## src/rtl/coord_pkg.sv

```systemverilog
// Shared pixel-coordinate types and the linear-index helper used by the stream joiner.
package coord_pkg;

    localparam int IDX_W = 32;

    typedef logic [15:0] coord_t;

    typedef struct packed {
        coord_t col;
        coord_t row;
    } coord_pair_t;

    typedef enum logic [1:0] {
        ARB_IDLE,
        ARB_JOIN,
        ARB_DROP_A,
        ARB_DROP_B
    } arb_t;

    function automatic logic [IDX_W-1:0] lin_idx(input coord_pair_t pos,
                                                 input logic [IDX_W-1:0] width);
        return IDX_W'(pos.row) * width + IDX_W'(pos.col);
    endfunction

endpackage

```

## src/rtl/coord_fifo.sv

```systemverilog
// Synchronous FIFO with a combinational head view.
// A write to a full FIFO is accepted only if the same cycle pops.
module coord_fifo #(
    parameter int WIDTH = 48,
    parameter int DEPTH = 16
) (
    input  logic             i_clk,
    input  logic             i_rst,
    input  logic             i_wr_en,
    input  logic [WIDTH-1:0] i_wr_data,
    input  logic             i_rd_en,
    output logic [WIDTH-1:0] o_head,
    output logic             o_empty,
    output logic             o_overflow
);

    localparam int AW = $clog2(DEPTH);

    logic [WIDTH-1:0] r_mem [DEPTH];
    logic [AW:0]      r_wr_ptr;
    logic [AW:0]      r_rd_ptr;
    logic             w_full;
    logic             w_push;
    logic             w_pop;

    // Extra pointer MSB distinguishes full from empty when the addresses match.
    assign o_empty    = (r_wr_ptr == r_rd_ptr);
    assign w_full     = (r_wr_ptr[AW] != r_rd_ptr[AW]) &&
                        (r_wr_ptr[AW-1:0] == r_rd_ptr[AW-1:0]);
    assign w_pop      = i_rd_en && !o_empty;
    assign w_push     = i_wr_en && (!w_full || w_pop);
    assign o_overflow = i_wr_en && !w_push;
    assign o_head     = r_mem[r_rd_ptr[AW-1:0]];

    always_ff @(posedge i_clk) begin
        // NOTE: sequential state uses non-blocking assignments so every register samples pre-edge values.
        if (i_rst) begin
            r_wr_ptr <= '0;
            r_rd_ptr <= '0;
        end else begin
            if (w_push) r_wr_ptr <= r_wr_ptr + (AW+1)'(1);
            if (w_pop)  r_rd_ptr <= r_rd_ptr + (AW+1)'(1);
        end
    end

    // NOTE: the storage array has no reset; the pointers alone define which entries are live.
    always_ff @(posedge i_clk) begin
        if (w_push) r_mem[r_wr_ptr[AW-1:0]] <= i_wr_data;
    end

endmodule

```

## src/rtl/stream_coord_joiner.sv

```systemverilog
// Joins two valid-only pixel streams on matching (col,row), discarding the stream head
// that lags behind the other, with frame wrap-around resolved by modular distance.
module stream_coord_joiner
    import coord_pkg::*;
#(
    parameter int DATA_WIDTH_A = 16,
    parameter int DATA_WIDTH_B = 16,
    parameter int IMAGE_WIDTH  = 640,
    parameter int IMAGE_HEIGHT = 480,
    parameter int FIFO_DEPTH   = 16
) (
    input  logic                    clk_i,
    input  logic                    rst_i,
    input  logic [DATA_WIDTH_A-1:0] a_data_i,
    input  logic [15:0]             a_col_i,
    input  logic [15:0]             a_row_i,
    input  logic                    a_valid_i,
    input  logic [DATA_WIDTH_B-1:0] b_data_i,
    input  logic [15:0]             b_col_i,
    input  logic [15:0]             b_row_i,
    input  logic                    b_valid_i,
    output logic [DATA_WIDTH_A-1:0] a_data_o,
    output logic [DATA_WIDTH_B-1:0] b_data_o,
    output logic [15:0]             col_o,
    output logic [15:0]             row_o,
    output logic                    valid_o,
    output logic                    drop_a_o,
    output logic                    drop_b_o,
    output logic                    overflow_o
);

    localparam int PW  = $bits(coord_pair_t);
    localparam int A_W = DATA_WIDTH_A + PW;
    localparam int B_W = DATA_WIDTH_B + PW;
    localparam logic [IDX_W-1:0] ROW_LEN = IDX_W'(IMAGE_WIDTH);
    localparam logic [IDX_W-1:0] FRAME   = IDX_W'(IMAGE_WIDTH * IMAGE_HEIGHT);
    localparam logic [IDX_W-1:0] HALF    = FRAME >> 1;

    logic [A_W-1:0]          w_a_head;
    logic [B_W-1:0]          w_b_head;
    logic                    w_a_empty;
    logic                    w_b_empty;
    logic                    w_a_ovf;
    logic                    w_b_ovf;
    logic                    w_pop_a;
    logic                    w_pop_b;
    coord_pair_t             w_a_pos;
    coord_pair_t             w_b_pos;
    logic [IDX_W-1:0]        w_idx_a;
    logic [IDX_W-1:0]        w_idx_b;
    logic [IDX_W-1:0]        w_diff;
    arb_t                    w_arb;

    logic                    r_valid;
    logic                    r_drop_a;
    logic                    r_drop_b;
    logic                    r_overflow;
    logic [DATA_WIDTH_A-1:0] r_a_data;
    logic [DATA_WIDTH_B-1:0] r_b_data;
    coord_pair_t             r_pos;

    coord_fifo #(
        .WIDTH (A_W),
        .DEPTH (FIFO_DEPTH)
    ) u_fifo_a (
        .i_clk      (clk_i),
        .i_rst      (rst_i),
        .i_wr_en    (a_valid_i),
        .i_wr_data  ({a_data_i, a_col_i, a_row_i}),
        .i_rd_en    (w_pop_a),
        .o_head     (w_a_head),
        .o_empty    (w_a_empty),
        .o_overflow (w_a_ovf)
    );

    coord_fifo #(
        .WIDTH (B_W),
        .DEPTH (FIFO_DEPTH)
    ) u_fifo_b (
        .i_clk      (clk_i),
        .i_rst      (rst_i),
        .i_wr_en    (b_valid_i),
        .i_wr_data  ({b_data_i, b_col_i, b_row_i}),
        .i_rd_en    (w_pop_b),
        .o_head     (w_b_head),
        .o_empty    (w_b_empty),
        .o_overflow (w_b_ovf)
    );

    assign w_a_pos = coord_pair_t'(w_a_head[PW-1:0]);
    assign w_b_pos = coord_pair_t'(w_b_head[PW-1:0]);
    assign w_idx_a = lin_idx(w_a_pos, ROW_LEN);
    assign w_idx_b = lin_idx(w_b_pos, ROW_LEN);

    // Modular distance A-B over one frame: under half a frame means A is ahead.
    always_comb begin
        // NOTE: every combinational output gets a default first, so no path can infer a latch.
        w_arb  = ARB_IDLE;
        w_diff = '0;
        if (!w_a_empty && !w_b_empty) begin
            if (w_idx_a == w_idx_b) begin
                w_arb = ARB_JOIN;
            end else begin
                w_diff = (w_idx_a >= w_idx_b) ? (w_idx_a - w_idx_b)
                                              : (w_idx_a + FRAME - w_idx_b);
                w_arb  = (w_diff < HALF) ? ARB_DROP_B : ARB_DROP_A;
            end
        end
    end

    assign w_pop_a = (w_arb == ARB_JOIN) || (w_arb == ARB_DROP_A);
    assign w_pop_b = (w_arb == ARB_JOIN) || (w_arb == ARB_DROP_B);

    always_ff @(posedge clk_i) begin
        if (rst_i) begin
            r_valid    <= 1'b0;
            r_drop_a   <= 1'b0;
            r_drop_b   <= 1'b0;
            r_overflow <= 1'b0;
        end else begin
            r_valid  <= (w_arb == ARB_JOIN);
            r_drop_a <= (w_arb == ARB_DROP_A);
            r_drop_b <= (w_arb == ARB_DROP_B);
            if (w_a_ovf || w_b_ovf) r_overflow <= 1'b1;
        end
    end

    // Payload and coordinates only load on a join and otherwise hold.
    always_ff @(posedge clk_i) begin
        if (w_arb == ARB_JOIN) begin
            r_a_data <= w_a_head[A_W-1:PW];
            r_b_data <= w_b_head[B_W-1:PW];
            r_pos    <= w_a_pos;
        end
    end

    assign valid_o    = r_valid;
    assign drop_a_o   = r_drop_a;
    assign drop_b_o   = r_drop_b;
    assign overflow_o = r_overflow;
    assign a_data_o   = r_a_data;
    assign b_data_o   = r_b_data;
    assign col_o      = r_pos.col;
    assign row_o      = r_pos.row;

endmodule
```

## config.mk

```make
export PLATFORM = sky130hd
export DESIGN_NAME = stream_coord_joiner
export DESIGN_NICKNAME = d
export VERILOG_FILES = /design/src/rtl/coord_pkg.sv /design/src/rtl/coord_fifo.sv /design/src/rtl/stream_coord_joiner.sv
export SDC_FILE = /design/constraint.sdc
export NUM_CORES = 1
export LEC_CHECK = 0
export BUFFER_PORTS_ARGS = -buffer_cell sky130_fd_sc_hd__buf_4
export CORE_MARGIN = 2
export CORE_UTILIZATION = 40
export CTS_BUF_LIST = sky130_fd_sc_hd__clkbuf_4 sky130_fd_sc_hd__clkbuf_8
export CTS_CLUSTER_DIAMETER = 100
export DETAILED_ROUTE_END_ITERATION = 7
export PLACE_DENSITY = 0.51
export SKIP_CTS_REPAIR_TIMING = 1
export SYNTH_ARGS = -nofsm -noshare
export SYNTH_HDL_FRONTEND = slang
export SYNTH_SLANG_ARGS = --single-unit
export TNS_END_PERCENT = 20
```

## constraint.sdc

```tcl
create_clock -name clk_i -period 29 [get_ports clk_i]
set_input_delay 1.45 -clock clk_i [delete_from_list [all_inputs] [get_ports clk_i]]
set_output_delay 1.45 -clock clk_i [all_outputs]
set_load 0.01 [all_outputs]
```

### After elaboration in Yosys (flattened, before gate mapping)

Memories as Yosys holds them, arrays and structs flattened. A register that Yosys moved wholly into a read port is not among the register bits.
Index checks and enable logic that the tools add are counted.

| word-level totals | value |
|---|---|
| flip-flop bits (word level) | 88 |
| bits in latches | 0 |
| bits in writable memories | 1536 |
| memory bits (read-only) | 0 |
| input bits | 100 |
| output and inout port bits | 68 |
| word-level logic and storage cells | 69 |
| memories | 2 |

Memories:

| memory | depth | bits a word | rd ports | clocked after memory_dff | write ports | RTL line | text |
|---|---|---|---|---|---|---|---|
| u_fifo_a.r_mem | 16 | 48 | 1 | 1 | 1 | coord_fifo.sv:19 | `logic [WIDTH-1:0] r_mem [DEPTH];` |
| u_fifo_b.r_mem | 16 | 48 | 1 | 1 | 1 | coord_fifo.sv:19 |  |

| operators by class | value |
|---|---|
| $add $sub $neg | 9 |
| multiply operators | 2 |
| div/mod/pow operators | 0 |
| $lt $le $gt $ge | 2 |
| equality and inequality tests | 10 |
| shift-type cells | 0 |
| multiplexer cells | 12 |
| bitwise operators | 0 |
| reduce and logical (&&, ||, !) cells | 20 |

Operators with widths:

| cell | count |
|---|---|
| 26-bit by 16-bit adder with 27-bit output | 2 |
| 16-bit by 3-bit multiplier with 19-bit output (second input constant) | 2 |
| 32-bit by 18-bit less-than comparator with 1-bit output (second input constant) | 1 |
| 32-bit two-way mux | 1 |
| 28-bit by 27-bit subtractor with 29-bit output | 1 |
| 27-bit by 19-bit adder with 28-bit output (second input constant) | 1 |
| 27-bit by 27-bit subtractor with 28-bit output | 1 |
| 27-bit equality test | 1 |
| 27-bit greater-or-equal comparator | 1 |
| 5-bit by 1-bit adder with 5-bit output (second input constant) | 4 |
| 4-bit two-way mux | 4 |
| 5-bit equality test | 2 |
| 1-bit logical AND | 9 |
| 4-bit equality test | 2 |
| 1-bit zero test | 6 |
| 1-bit logical OR | 5 |
| 1-bit two-way mux | 5 |
| 2-bit equality test (second input constant) | 2 |
| 2-bit two-way mux | 2 |
| 2-bit by 1-bit equality test with 1-bit output (second input constant) | 1 |
| 1-bit inequality test | 2 |

### Depth between registers and ports, before layout

| depth | value |
|---|---|
| depth after elaboration | 17 |
| gate-level depth with buffers | 42 |
| mapped depth without buffers | 38 |

### Modules after synthesis

A second synthesis with hierarchy kept.

| unflattened totals | value |
|---|---|
| cell total of the unflattened synthesis | 3208 |
| area, all modules | 67762.5 µm² |

Modules (own cells, without submodules):

| module | instances | cells an instance | area an instance (µm²) | sequential area each (µm²) |
|---|---|---|---|---|
| coord_fifo | 2 | 1168 | 29848.6 | 23342.4 |
| stream_coord_joiner | 1 | 872 | 8065.2 | 2001.9 |

### Worst setup path before layout

Ideal clock, no wire load.

| timing path | value |
|---|---|
| kind | register -> register |
| start | register with a tool-made name |
| end | memory u_fifo_b.r_mem[3][0] (enable) |
| setup time | 573 ps |
| arrival time | 12806 ps |
| data required time | 28427 ps |
| path slack | 15621 ps |
| cell stages (with the launch flop) | 32 |
| path buffers | 4 |
| period minus slack after synthesis | 13379 ps |
| cell sequence | dfxtp_1 > clkbuf_1 > buf_1 > buf_1 > mux4_2 > mux4_2 > ha_1 > ha_1 > inv_1 > fa_1 > xnor2_1 > ha_1 > a21o_1 > a21oi_1 > o31ai_1 > a31oi_1 > xnor2_1 > ha_1 > ha_1 > a21oi_1 > nor2_1 > or3_1 > o21ai_0 > nand2b_1 > a21oi_1 > xnor2_1 > a2111oi_0 > nor4bb_1 > mux2i_1 > a22o_1 > buf_2 > nor4_1 |

RTL lines:

| item | RTL line |
|---|---|
| end, declared | coord_fifo.sv:19 |

==> results.md <==
- Counting stages on the worst path, the most repeated cell is buf_4.
- The routed length on met3 is 9490 um.
- The final hold violation count was 0.
- Summed over all cells, the static leakage comes to between 0.02 and 0.025 uW.
- The beginning of the worst hold path is u_fifo_b.r_rd_ptr[4]$_SDFFE_PP0N_.
- The via count of the routed design is roughly 33000.
- Final hold analysis gives a worst-case slack of 0.558 ns.
- Routability-driven placement finished with a final weighted congestion of between 0.8 and 0.9.
- The largest net degree at the start of global routing is between 100 and 150.
- The yosys synthesis warning count is 0.
- Per report_power, the clock group accounts for ~34% of the total.
- The smallest clock period supported by the final layout is computed as 13.30 ns.
- The instance count of the mapped netlist is around 3200.
- The top-level port count is about 170.
- The first global-routing pass estimated about 240000 um of wire.
- The endpoint identified for the worst register-to-register timing path is u_fifo_a.r_mem[7][23]$_DFFE_PP_.
- Global routing used about 20% of the available tracks.
- The net switching share of the total power is roughly 28%.
- For this design, the slowest cell found on the critical path is buf_4.
- The final cycle utilization of the critical path is between 40% and 50%.
- Setup repair after global routing left no endpoint under its margin.
- The cell area that synthesis handed to floorplanning was between 0.06 and 0.07 mm2.
- The region available for standard cell placement spans 0.167 mm2.
- The library cell used most frequently in the layout, excluding fill and tap cells, is edfxtp_1.
- Per report_power, the combinational group accounts for 21.6% of the total.
- The register bit count reported by yosys is approximately 1600.
- The share of the yosys chip area belonging to registers is 72.5%.
- Of all nets on the critical path, the largest fanout is 45.
- In this run, the number of DRC markers left after iteration 0 of detailed routing was 2604.
- The die height is roughly 410 um.
- The count of buffers inserted at the top-level ports is roughly 170.
- The number of remaining DRC errors is 0.
- The clock tree from TritonCTS is yes.
- The worst min-delay path endpoint is u_fifo_b.r_rd_ptr[4]$_SDFFE_PP0N_.
- The wire-length estimate of the detail-placed layout is 91900 um.
- The worst hold path passes through 2 cells.
- The number of distinct library cells after synthesis is 101.
- The floorplan step defined a die boundary enclosing approximately 0.17 mm2.
- The count of flip-flops with a built-in enable after synthesis is 1600.
- Of the cells placed in the final design, the portion with a size suffix greater than 1 is between 30% and 40%.
- The worst setup path is captured at a flop.
- STA classifies the critical path startpoint as a flop.
- Summed over all nets, wire length on met2 after detailed routing comes to just under 80000 um.
- The number of cell instances on the worst register-to-register path is 30.
- In the final routed layout, each cell accounts on average for 27.6 um.
- The path class of the tightest hold or removal check is flop to flop.
- Static timing analysis puts the maximum clock frequency at roughly 0.075 GHz.
- After clock tree synthesis, the clock-pin slew on the worst setup and hold paths is approximately 0.06 ns.
- The initial utilization of the core area, before any placement, comes to around 40%.
- At the worst endpoint, the required time is 29.61 ns.
- The largest vdd supply drop is ~0.000070 V.
- For this block, the routed nets add up to about 170000 um of wire.
- The via count of the first global-routing pass is 35100.
- After filler insertion, the fill cell instance count of the layout stands at ~14000.
- The internal power of the cells totals 4270 uW.
- The area growth from synthesis to layout is 14.4%.
- The worst register-to-register path has a setup slack of between 15 and 20 ns.
- The delay of the slowest cell on the worst path is ~0.85 ns.
- The worst slew slack as a fraction of its limit is about a quarter.
- After detailed routing, the wire length on met1 is approximately 73000 um.
- The number of cells in the finished layout apart from fillers is 5984.
- The highest metal layer used by the detailed router is met5.
- The post-placement cell count is between 5000 and 6000.
- The sum of overflow across all layers after global routing is 0.
- Summing all non-filler instances in the final layout gives an area of a little under 0.08 mm2.
- The areal power density over the cells is roughly 77 mW/mm2.
- The average size of a mapped cell is approximately 21 um2.
- The setup clock skew after layout is 0.0859 ns.
- The flow ran to the end, and the final reports show no timing, DRC or antenna violations.
- The critical path start-end classification is flop to flop.
- Adding up every negative setup slack in the final design gives 0 ns.
- The top cell types in the final layout, fill and taps aside, are 1600 x edfxtp_1, 480 x mux4_2, 304 x clkbuf_8.
- The clock latency at the later pin of the worst-skew pair is 1.04 ns.
- The pre-antenna-repair detailed-routing pass consisted of 5 iterations.
- After detailed routing, the number of vias per cell comes to about 5.5.
- Setup violations remaining at the end of the flow were counted as 0.
- The number of clock buffers inserted by TritonCTS is roughly 290.
- The clock drives about 1600 sinks.
- The final net count is ~3900.
- At the pin with the least slew margin, the transition time is around 1.1 ns.
- The initial antenna violation count is 19.
- The area of placed instances is 0.0714 mm2.
- The cell chosen for the clock root is clkbuf_8.
- No sink is reached through more buffers than the 4 on the longest clock path.
- The share of async-settable or async-resettable flops after synthesis is 0%.
- The part of the power in registers is about 44%.
- Across the run, the number of max-cap violations was 0.
- Once detail routing completed, the nets flagged for antenna violations numbered 0.
- The worst path arrival time is 13.91 ns.
- Cells fill 46.0% of the core in the end.
- The primary flip-flop cell chosen by synthesis mapping is edfxtp_1.
- The power spent charging and discharging nets is roughly 1700 uW.
- The row count is 150.
- The deepest level of the CTS H-tree is 5.
- In this run the horizontal extent of the chip is roughly 410 um.
- The final number of max-transition violations came to 0.
[how the worst max path moves through the flow]
stage / startpoint / endpoint / depth (start not counted)
after detailed placement: flop / u_fifo_a.r_mem[7][4]$_DFFE_PP_ / 30
after global routing: flop / u_fifo_a.r_mem[7][44]$_DFFE_PP_ / 30
final: flop / u_fifo_a.r_mem[7][23]$_DFFE_PP_ / 30
after global placement: flop / u_fifo_a.r_mem[7][2]$_DFFE_PP_ / 32
after floorplan: flop / u_fifo_b.r_mem[3][0]$_DFFE_PP_ / 31
after CTS: flop / u_fifo_a.r_mem[7][28]$_DFFE_PP_ / 30
[logic make-up after synthesis]
family | share of synthesized area (%)
other cells | 0.0112
flops | 72.5
mux | 16.4
buf+inv | 1.21
simple gates | 2.61
fa+ha+maj | 3.33
compound gates | 2.67
xor+xnor | 1.28
[sequential cells by signal, indices dropped and copies added (netlist names), named ones only]
| signal | count |
|---|---|
| b_data_o | 16 |
| u_fifo_a.r_mem | 768 |
| u_fifo_b.r_mem | 768 |
| a_data_o | 16 |
| u_fifo_b.r_rd_ptr | 5 |
| drop_b_o | 1 |
| u_fifo_a.r_wr_ptr | 5 |
| row_o | 16 |
| u_fifo_a.r_rd_ptr | 5 |
| overflow_o | 1 |
| u_fifo_b.r_wr_ptr | 5 |
| valid_o | 1 |
| drop_a_o | 1 |
| col_o | 16 |
[through the flow]
| step | setup slack [ns] | power [uW] |
|---|---|---|
| floorplan | 15.62 | 3610 |
| global placement | 15.61 | 3920 |
| detailed placement | 15.54 | 3950 |
| CTS | 15.52 | 6000 |
| global route | 14.53 | 6250 |
| finish | 15.70 | 5940 |
[layer usage]
metal	global-route usage, %	vias up
met5	0	-
met4	5.46	12
met3	4.24	271
met2	30.8	990
met1	27.2	17700
li1	-	14100
[power groups by stage]
stage,registers (uW),clock network (uW),logic (uW)
after global routing,2630,2190,1430
final,2630,2030,1280
after floorplan,2680,0,938
after CTS,2630,2090,1280
after detailed placement,2680,0,1270
after global placement,2680,0,1250
[worst max-delay path, delay by kind of cell (launching register included)]
kind / cells / cell delay (ns)
buf+inv: 4 / 3.00
compound gates: 9 / 2.94
simple gates: 8 / 2.87
fa+ha+maj: 4 / 1.35
mux: 3 / 1.35
flops: 1 / 0.83
xor+xnor: 2 / 0.45
[final cells by class]
| cell class | instances | area, um2 | share of cell area, % |
|---|---|---|---|
| clock inverters | 94 | 561 | 0.730 |
| well taps | 2204 | 2760 | 3.59 |
| clock buffers | 393 | 4850 | 6.32 |
| inverters | 93 | 349 | 0.454 |
| diodes | 1 | 2.50 | 0.00326 |
| repair buffers | 224 | 1710 | 2.22 |
| multi-input cells | 1343 | 17900 | 23.3 |
| flip-flops and latches | 1632 | 48700 | 63.4 |
[Yosys cell counts (all sizes together) (4+ instances only)]
library cell | number | area, um2
a22oi | 5 | 37.5
nand2b | 23 | 144
a21o | 22 | 165
mux4 | 480 | 10800
mux2i | 9 | 90.1
xnor2 | 47 | 438
clkbuf | 77 | 289
and2 | 9 | 58.8
nor3 | 29 | 161
nand3b | 6 | 45.0
or4 | 4 | 30.0
a21oi | 68 | 344
edfxtp | 1600 | 48000
a41oi | 5 | 51.3
nand2 | 64 | 240
nor4 | 6 | 37.5
and3 | 9 | 62.6
o21bai | 4 | 30.0
nor2b | 20 | 125
nand3 | 21 | 105
a211oi | 8 | 75.1
o21ai | 43 | 223
a211o | 6 | 52.6
ha | 142 | 1780
nand4b | 5 | 43.8
o211ai | 12 | 95.1
fa | 23 | 460
a21boi | 4 | 41.3
a221oi | 5 | 43.8
buf | 45 | 175
or2 | 4 | 27.5
mux2 | 8 | 90.1
a31oi | 10 | 62.6
or3 | 10 | 62.6
nor2 | 97 | 364
o311a | 4 | 40.0
o21a | 7 | 52.6
inv | 93 | 349
o31ai | 9 | 67.6
nand4 | 11 | 68.8
dfxtp | 32 | 641
xor2 | 38 | 355
Note: power is estimated with default switching activity, not from simulation.
